[src/rtl/beat_pkg.sv]
// Shared types and helpers for the beat bus decoder.
// Beat k is encoded as T == 1 << (NBEAT-1-k); beat 0 is the MSB.
package beat_pkg;

  localparam int unsigned NBEAT_DEF = 4;
  // Helpers operate on a fixed maximum width; callers zero-extend.
  localparam int unsigned BEAT_MAX  = 32;

  typedef enum logic [0:0] {SYNC, TRACK} beat_state_e;

  // Legal successor of an n-bit beat vector: {t[0], t[n-1:1]}.
  function automatic logic [BEAT_MAX-1:0] rot_beat(input logic [BEAT_MAX-1:0] t,
                                                   input int unsigned n);
    logic [BEAT_MAX-1:0] r;
    r = '0;
    for (int unsigned i = 0; i < BEAT_MAX; i++) begin
      if (i + 1 < n) begin
        r[i] = t[(i + 1) % BEAT_MAX];
      end else if (i + 1 == n) begin
        r[i] = t[0];
      end
    end
    return r;
  endfunction

  // One-hot to beat index; only meaningful when t is one-hot.
  function automatic int unsigned beat_to_idx(input logic [BEAT_MAX-1:0] t,
                                              input int unsigned n);
    int unsigned idx;
    idx = 0;
    for (int unsigned i = 0; i < BEAT_MAX; i++) begin
      if (i < n && t[i]) begin
        idx = idx | (n - 1 - i);
      end
    end
    return idx;
  endfunction

endpackage

[src/rtl/beat_onehot_chk.sv]
// Combinational classification of the sampled beat vector against the
// previous sample: one-hot, beat-0 pattern, legal successor, and index.
module beat_onehot_chk
  import beat_pkg::*;
#(
  parameter int unsigned NBEAT = NBEAT_DEF
) (
  input  logic [NBEAT-1:0]         T,
  input  logic [NBEAT-1:0]         prev_T,
  output logic                     is_onehot,
  output logic                     is_first,
  output logic                     is_succ,
  output logic [$clog2(NBEAT)-1:0] idx
);

  localparam int unsigned IW = $clog2(NBEAT);

  logic [BEAT_MAX-1:0] t_ext;
  logic [BEAT_MAX-1:0] prev_ext;
  logic [BEAT_MAX-1:0] succ;

  assign t_ext    = BEAT_MAX'(T);
  assign prev_ext = BEAT_MAX'(prev_T);
  assign succ     = rot_beat(prev_ext, NBEAT);

  assign is_onehot = (T != '0) && ((T & (T - NBEAT'(1))) == '0);
  assign is_first  = (T == {1'b1, {(NBEAT-1){1'b0}}});
  // A zero prev_T rotates to zero, so one-hot-ness of T must be required too.
  assign is_succ   = is_onehot && (t_ext == succ);
  assign idx       = IW'(beat_to_idx(t_ext, NBEAT));

endmodule

[src/rtl/beat_decoder.sv]
// Consumer of the one-hot beat bus: lock/track FSM, beat index, cycle counter,
// sticky error. Optional saturating error counter via BEAT_ERR_CNT_EN.
module beat_decoder
  import beat_pkg::*;
#(
  parameter int unsigned NBEAT = NBEAT_DEF,
  parameter int unsigned CYC_W = 16
) (
  input  logic                     clk,
  input  logic                     rst_n,
  input  logic [NBEAT-1:0]         T,
  input  logic                     clr_err,
  output logic                     beat_vld,
  output logic [$clog2(NBEAT)-1:0] beat_idx,
  output logic                     cyc_start,
  output logic                     cyc_done,
  output logic [CYC_W-1:0]         cyc_cnt,
`ifdef BEAT_ERR_CNT_EN
  output logic [7:0]               err_cnt,
`endif
  output logic                     err
);

  localparam int unsigned IW = $clog2(NBEAT);

  beat_state_e      state_q, state_d;
  logic [NBEAT-1:0] prev_t_q;
  logic             vld_q, vld_d;
  logic [IW-1:0]    idx_q, idx_d;
  logic             start_q, start_d;
  logic             done_q, done_d;
  logic [CYC_W-1:0] cnt_q, cnt_d;
  logic             err_q, err_d;
  logic             err_set;

  logic          is_onehot;
  logic          is_first;
  logic          is_succ;
  logic [IW-1:0] cur_idx;

  beat_onehot_chk #(
    .NBEAT(NBEAT)
  ) u_chk (
    .T        (T),
    .prev_T   (prev_t_q),
    .is_onehot(is_onehot),
    .is_first (is_first),
    .is_succ  (is_succ),
    .idx      (cur_idx)
  );

  always_comb begin
    state_d = state_q;
    vld_d   = 1'b0;
    idx_d   = '0;
    start_d = 1'b0;
    done_d  = 1'b0;
    cnt_d   = cnt_q;
    err_set = 1'b0;
    unique case (state_q)
      SYNC: begin
        if (is_first) begin
          state_d = TRACK;
          vld_d   = 1'b1;
          start_d = 1'b1;
        end
      end
      TRACK: begin
        if (is_succ) begin
          vld_d   = 1'b1;
          idx_d   = cur_idx;
          start_d = is_first;
          if (cur_idx == IW'(NBEAT - 1)) begin
            done_d = 1'b1;
            cnt_d  = cnt_q + 1'b1;
          end
        end else begin
          // A mismatching beat-0 pattern is dropped; relock needs a fresh sample.
          state_d = SYNC;
          err_set = 1'b1;
        end
      end
      default: state_d = SYNC;
    endcase
    // Set has priority over clear.
    if (err_set) begin
      err_d = 1'b1;
    end else if (clr_err) begin
      err_d = 1'b0;
    end else begin
      err_d = err_q;
    end
  end

  always_ff @(posedge clk or negedge rst_n) begin
    if (!rst_n) begin
      state_q  <= SYNC;
      prev_t_q <= '0;
      vld_q    <= 1'b0;
      idx_q    <= '0;
      start_q  <= 1'b0;
      done_q   <= 1'b0;
      cnt_q    <= '0;
      err_q    <= 1'b0;
    end else begin
      state_q  <= state_d;
      prev_t_q <= T;
      vld_q    <= vld_d;
      idx_q    <= idx_d;
      start_q  <= start_d;
      done_q   <= done_d;
      cnt_q    <= cnt_d;
      err_q    <= err_d;
    end
  end

  assign beat_vld  = vld_q;
  assign beat_idx  = idx_q;
  assign cyc_start = start_q;
  assign cyc_done  = done_q;
  assign cyc_cnt   = cnt_q;
  assign err       = err_q;

`ifdef BEAT_ERR_CNT_EN
  logic [7:0] ecnt_q, ecnt_d;

  always_comb begin
    ecnt_d = ecnt_q;
    if (err_set) begin
      if (clr_err) begin
        ecnt_d = 8'd1;
      end else if (ecnt_q != 8'hff) begin
        ecnt_d = ecnt_q + 8'd1;
      end
    end else if (clr_err) begin
      ecnt_d = '0;
    end
  end

  always_ff @(posedge clk or negedge rst_n) begin
    if (!rst_n) begin
      ecnt_q <= '0;
    end else begin
      ecnt_q <= ecnt_d;
    end
  end

  assign err_cnt = ecnt_q;
`else
  // Without the counter, err alone records sequence corruption.
`endif

endmodule
[config.mk]
export PLATFORM = sky130hd
export DESIGN_NAME = beat_decoder
export DESIGN_NICKNAME = d
export VERILOG_FILES = /design/src/rtl/beat_pkg.sv /design/src/rtl/beat_onehot_chk.sv /design/src/rtl/beat_decoder.sv
export SDC_FILE = /design/constraint.sdc
export NUM_CORES = 1
export LEC_CHECK = 0
export ABC_AREA = 1
export BUFFER_PORTS_ARGS = -buffer_cell sky130_fd_sc_hd__buf_4
export CAP_MARGIN = 20
export CORE_MARGIN = 4
export CORE_UTILIZATION = 59
export CTS_BUF_LIST = sky130_fd_sc_hd__clkbuf_16
export DETAILED_ROUTE_END_ITERATION = 7
export GPL_ROUTABILITY_DRIVEN = 0
export PLACE_DENSITY_LB_ADDON = 0.25
export SYNTH_ARGS = -nofsm -noshare
export SYNTH_HDL_FRONTEND = slang
export SYNTH_SLANG_ARGS = --single-unit
[constraint.sdc]
create_clock -name clk -period 4.1 [get_ports clk]
set_input_delay 0.82 -clock clk [delete_from_list [all_inputs] [get_ports clk]]
set_output_delay 0.82 -clock clk [all_outputs]
set_load 0.01 [all_outputs]
==> impl_metrics.json, run 1 <==
{
  "yosys.area_share.simple_pct": 46.6,
  "io_buffer_count": 28,
  "peakVddDrop_uv": 253,
  "numCtsBuffers": 3,
  "synth_compound_area_share_pct": 1.99,
  "vias_per_cell": 5.28,
  "core_mm2": 0.00250,
  "maxSlewHeadroom_pct": 52.2,
  "grt_pass1_vias": 1367,
  "cp-end-kind": "flop",
  "synth_area_mm2": 0.00157,
  "nets": 269,
  "rows": 18,
  "clockPowerShare_pct": 48.4,
  "synth_xor_area_share_pct": 1.67,
  "fin_hold_ws_ns": 0.452,
  "drtPass1Iterations": 5,
  "synth_area_per_cell_um2": 6.75,
  "p_seq_share_pct": 45.0,
  "drv_cap": 0,
  "min_path_type": "primary input to asynchronous set/reset pin",
  "grt-ovfl-total": 0,
  "dp_hpwl_um": 2440,
  "power_switching_share_pct": 20.3,
  "p_per_area_mw_per_mm2": 310,
  "rsz0062_at_grt": "no",
  "avgRoutedWirePerCell_um": 11.9,
  "startpoint": "T[0]",
  "reg2reg_from": "cyc_cnt[0]",
  "cp_max_fo": 17,
  "clkSinkCount": 26,
  "postCtsSetupBuffers": 0,
  "ys_warn_count": 0,
  "cts_buffer_depth": 2,
  "cp.required_ns": 4.25,
  "die_y_um": 59.6,
  "htree_levels": 1,
  "worst_setup_path_start_kind": "primary input",
  "setup_viol": 0,
  "drv_slew": 0,
  "grt_max_degree": 27,
  "clkLatencyLatePin_ns": 0.26,
  "syn-num-nets": 241,
  "layout-drive-gt1-share_pct": 14.6,
  "clk_pin_slew_ns": 0.06,
  "yosysSeqAreaShare_pct": 41.4,
  "ff2ff_path_depth": 8,
  "antenna_found_initial": 0,
  "ys_ff_latch": 26,
  "final_cell_mix": "nand2_1 (105), buf_4 (28), dfrtp_1 (26), nor2_1 (23), inv_1 (21)",
  "rrSetupSlack_ns": 2.44,
  "critical_path_class": "primary input to flop",
  "post_synth_fa_ha_maj_area_fraction_pct": 0.796,
  "vias": 1532,
  "synth.distinct_cells": 21,
  "max_freq_ghz": 0.501,
  "postCtsResizedCells": 0,
  "grtUsageTotal_pct": 22.6,
  "diodes": 0,
  "drc": 0,
  "grt_pass1_wl_um": 6140,
  "status": "complete, no violations",
  "drt-total-wl_um": 3460,
  "dieArea_mm2": 0.00356,
  "hold_viol": 0,
  "period_needed_ns": 2.00,
  "area_growth_pct": 20.4,
  "tightest_slew_ns": 0.716,
  "intPower_uw": 467,
  "synthMuxAreaShare_pct": 0,
  "comb_power_share_pct": 6.7,
  "first_iter_violations": 77,
  "netlist_instances": 233,
  "finalCritPeriodShare_pct": 48.7,
  "final_common_cell": "nand2_1",
  "ctsHoldBuffers": 0,
  "initial_core_util_pct": 62.9,
  "p_leak_nw": 1.00,
  "boundaryPins": 29,
  "switchingPower_uw": 119,
  "fp.dieW_um": 59.6,
  "fin_setup_tns_ns": 0,
  "finClkSkew_ns": 0.00183,
  "antenna_left": 0,
  "synth_top_family_by_area": "simple AND/OR/NAND/NOR gates",
  "cts_tree": "done",
  "worstPathArrival_ns": 2.15,
  "cts-root-buf": "clkbuf_16"
}
sequential cells by signal (all words and copies together) (netlist names):
signal,count
prev_t_q,4
cyc_done,1
beat_idx,2
cyc_start,1
err,1
cyc_cnt,16
beat_vld,1
per-stage QoR:
| step | std cells | total power [mW] | util, % | instance area [µm²] | setup slack (ns) |
|---|---|---|---|---|---|
| 6_report | 290 | 0.586 | 75.7 | 1890 | 2.10 |
| 5_1_grt | 290 | 0.610 | 75.7 | 1890 | 1.95 |
| 4_1_cts | 290 | 0.589 | 75.7 | 1890 | 2.13 |
| 3_5_place_dp | 286 | 0.307 | 71.5 | 1790 | 1.87 |
| 3_3_place_gp | 286 | 0.306 | 71.5 | 1790 | 1.93 |
| 2_1_floorplan | 233 | 0.289 | - | 1570 | 2.33 |
synth_stat cells:
| cell type | count | area (µm²) |
|---|---|---|
| nand2_1 | 105 | 394 |
| dfrtp_1 | 26 | 651 |
| nor2_1 | 23 | 86.3 |
| inv_1 | 21 | 78.8 |
| nand3_1 | 19 | 95.1 |
| nand4_1 | 15 | 93.8 |
| o21ai_0 | 4 | 20.0 |
| nand3b_1 | 3 | 22.5 |
| buf_2 | 2 | 10.0 |
| inv_2 | 2 | 7.51 |
| nor2_2 | 2 | 12.5 |
| xnor2_1 | 2 | 17.5 |
| a21oi_1 | 1 | 5.00 |
| buf_4 | 1 | 7.51 |
| buf_6 | 1 | 11.3 |
| clkbuf_1 | 1 | 3.75 |
| ha_1 | 1 | 12.5 |
| nand3_4 | 1 | 17.5 |
| nor2_4 | 1 | 11.3 |
| o22ai_1 | 1 | 6.26 |
| xor2_1 | 1 | 8.76 |
worst max-delay path, stage by stage:
cell,delay (ns)
buf_4,0.13
nor2_2,0.23
nand2_1,0.09
nand2_1,0.06
nand2_1,0.08
nor2_4,0.27
nand3_4,0.26
nand2_1,0.15
nand2_1,0.06
power groups by stage:
stage	registers [mW]	logic, mW	clock network, mW
floorplan	0.268	0.0212	0
global placement	0.268	0.0381	0
detailed placement	0.268	0.0388	0
CTS	0.263	0.0390	0.287
global route	0.264	0.0444	0.302
finish	0.264	0.0390	0.283
worst paths after layout:
check	endpoint
worst max-delay path	cyc_cnt[11]
worst min-delay path	cyc_start
worst max register to register	cyc_cnt[14]
worst min register to register	err
max in group asynchronous	cyc_cnt[8]
min in group clk	err
kinds of logic (layout without fill, tap and decap cells):
group | Yosys count | count (layout)
xor+xnor | 3 | 3
simple gates | 169 | 169
fa+ha+maj | 1 | 1
flops | 26 | 26
buf+inv | 28 | 55
compound gates | 6 | 6
final cells by class:
cell class                      instances  area, µm²
Inverter                               23       86.3
Multi-Input combinational cell        179        803
Fill cell                             195        607
Timing Repair Buffer                   28        210
Clock inverter                          1       30.0
Tap cell                               30       37.5
Clock buffer                            3       75.1
Sequential cell                        26        651
per-layer routing:
layer | wire length [µm] | global-route usage (%) | vias to the layer above | share of wire (%)
li1 | - | - | 799 | -
met2 | 1490 | 34.0 | 51 | 43
met3 | 202 | 2.83 | 7 | 5.8
met5 | 0 | 0 | - | 0
met1 | 1720 | 33.5 | 675 | 50
met4 | 55 | 7.59 | 0 | 1.6
Note: power is estimated with default switching activity, not from simulation.
==> run 2, diff against run 1 <==
--- a/config.mk
+++ b/config.mk
@@ -9,7 +9,7 @@
 export BUFFER_PORTS_ARGS = -buffer_cell sky130_fd_sc_hd__buf_4
 export CAP_MARGIN = 20
 export CORE_MARGIN = 4
-export CORE_UTILIZATION = 59
+export CORE_UTILIZATION = 55
 export CTS_BUF_LIST = sky130_fd_sc_hd__clkbuf_16
 export DETAILED_ROUTE_END_ITERATION = 7
 export GPL_ROUTABILITY_DRIVEN = 0
==> constraint.sdc (replaced) <==
create_clock -name clk -period 2.1 [get_ports clk]
set_input_delay 0.42 -clock clk [delete_from_list [all_inputs] [get_ports clk]]
set_output_delay 0.42 -clock clk [all_outputs]
set_load 0.01 [all_outputs]
==> run 2 against run 1 <==
Against the previous run: count of clock-buffer cells in the layout stayed put; first-iteration DRC count is 19% higher; via count is 2.7% higher; critical endpoint is now cyc_cnt[14]; non-clock buffer count is 3 higher; global-route usage is 0.95 points lower; sequential power is 95% higher.
==> impl_metrics.json, run 2 (synthesis gave the netlist of run 1 again) <==
{
  "rows": 19,
  "core_mm2": 0.00273,
  "drt-total-wl_um": 3610,
  "nets": 272,
  "cts_tree": "done",
  "finClkSkew_ns": 0.00445,
  "largest_reg_flops": 16,
  "power_switching_share_pct": 20.1,
  "avgRoutedWirePerCell_um": 12.3,
  "vias_per_cell": 5.35,
  "fillers": 234,
  "period_needed_ns": 1.67,
  "setup_viol": 0,
  "layout-drive-gt1-share_pct": 15.6,
  "dp_hpwl_um": 2550,
  "finalCritPeriodShare_pct": 79.6,
  "critical_path_class": "flop to flop",
  "postCtsResizedCells": 0,
  "hold_viol": 0,
  "drc": 0,
  "grtUsageTotal_pct": 21.6,
  "max_freq_ghz": 0.598,
  "p_per_area_mw_per_mm2": 597,
  "comb_power_share_pct": 7.1,
  "grt_pass1_vias": 1403,
  "dieArea_mm2": 0.00378,
  "fin_hold_ws_ns": 0.0548,
  "status": "complete, no violations",
  "totalPowerFinal_mw": 1.14,
  "cp.required_ns": 2.25,
  "clkLatencyLatePin_ns": 0.26,
  "cts-root-buf": "clkbuf_16",
  "rsz0062_at_grt": "no",
  "peakVddDrop_uv": 720,
  "cts_buffer_depth": 2,
  "first_iter_violations": 92,
  "cp_max_fo": 8,
  "clockPowerShare_pct": 48.0,
  "die_y_um": 61.5,
  "antenna_found_initial": 0,
  "grt_max_degree": 27,
  "worstPathArrival_ns": 1.82,
  "final_common_cell": "nand2_1",
  "clk_pin_slew_ns": 0.07,
  "drv_cap": 0,
  "min_path_type": "primary input to asynchronous set/reset pin",
  "area_growth_pct": 21.9,
  "diodes": 0,
  "clkSinkCount": 26,
  "cp-end-kind": "flop",
  "boundaryPins": 29,
  "htree_levels": 1,
  "worst_setup_path_start_kind": "flop",
  "switchingPower_uw": 229,
  "tightest_slew_ns": 0.520,
  "io_buffer_count": 28,
  "vias": 1573,
  "final_cell_mix": "nand2_1 (105), buf_4 (31), dfrtp_1 (26), nor2_1 (23), inv_1 (21)",
  "maxSlewHeadroom_pct": 65.2,
  "initial_core_util_pct": 57.5,
  "drtPass1Iterations": 4,
  "ff2ff_path_depth": 8,
  "grt_pass1_wl_um": 6090,
  "final_cell_area_mm2": 0.00192,
  "fin_setup_tns_ns": 0,
  "numCtsBuffers": 3,
  "fp.dieW_um": 61.5,
  "p_leak_nw": 1.02,
  "postCtsSetupBuffers": 0,
  "post-place-ws_ns": 0.412,
  "p_seq_share_pct": 45.0,
  "fin_ws_ns": 0.428,
  "ctsHoldBuffers": 0,
  "intPower_uw": 914,
  "grt-ovfl-total": 0,
  "antenna_left": 0,
  "drv_slew": 0,
  "place_area_mm2": 0.00181
}
run 2: power groups by stage:
| stage | clock network, mW | logic, mW | registers [mW] |
|---|---|---|---|
| after floorplan | 0 | 0.0413 | 0.523 |
| after global placement | 0 | 0.0796 | 0.523 |
| after detailed placement | 0 | 0.0809 | 0.523 |
| after CTS | 0.555 | 0.0818 | 0.514 |
| after global routing | 0.574 | 0.0922 | 0.515 |
| final | 0.548 | 0.0810 | 0.514 |
run 2: path summary, 6_finish.rpt:
| path | from | slack [ns] | endpoint |
|---|---|---|---|
| hold reg to reg | err | 0.54 | err |
| max in group asynchronous | rst_n | 1.80 | cyc_cnt[9] |
| setup / recovery | cyc_cnt[0] | 0.43 | cyc_cnt[14] |
| hold / removal | rst_n | 0.05 | cyc_cnt[6] |
| setup reg to reg | cyc_cnt[0] | 0.43 | cyc_cnt[14] |
| min in group clk | T[2] | 0.32 | prev_t_q[2] |
run 2: metal layers:
layer,vias to the layer above,track usage [%],wire (µm)
li1,805,-,-
met2,54,34.9,1690
met1,706,28.2,1640
met4,0,9.09,61
met3,8,4.40,213
met5,-,0,0
run 2: critical path: stages (launching register included):
cell and delay [ns]:
dfrtp_1 0.49, ha_1 0.29, nand3_1 0.19, nor2_1 0.26, nand3_1 0.11, nand2_1 0.07
nand2_1 0.05, nand3_1 0.07, nand2_1 0.05
run 2: final cells by class:
type	count	area (µm²)	share of cell area, %
multi-input combinational	179	803	41.9
clock buffer	3	75.1	3.92
inverter	23	86.3	4.50
sequential	26	651	33.9
timing repair buffer	31	233	12.1
clock inverter	1	30.0	1.57
tap	31	38.8	2.02
run 2: through the flow:
stage / utilization [%] / instances
2_1_floorplan: - / 233
3_5_place_dp: 66.3 / 290
3_3_place_gp: 66.3 / 290
6_report: 70.1 / 294
5_1_grt: 70.1 / 294
4_1_cts: 70.1 / 294
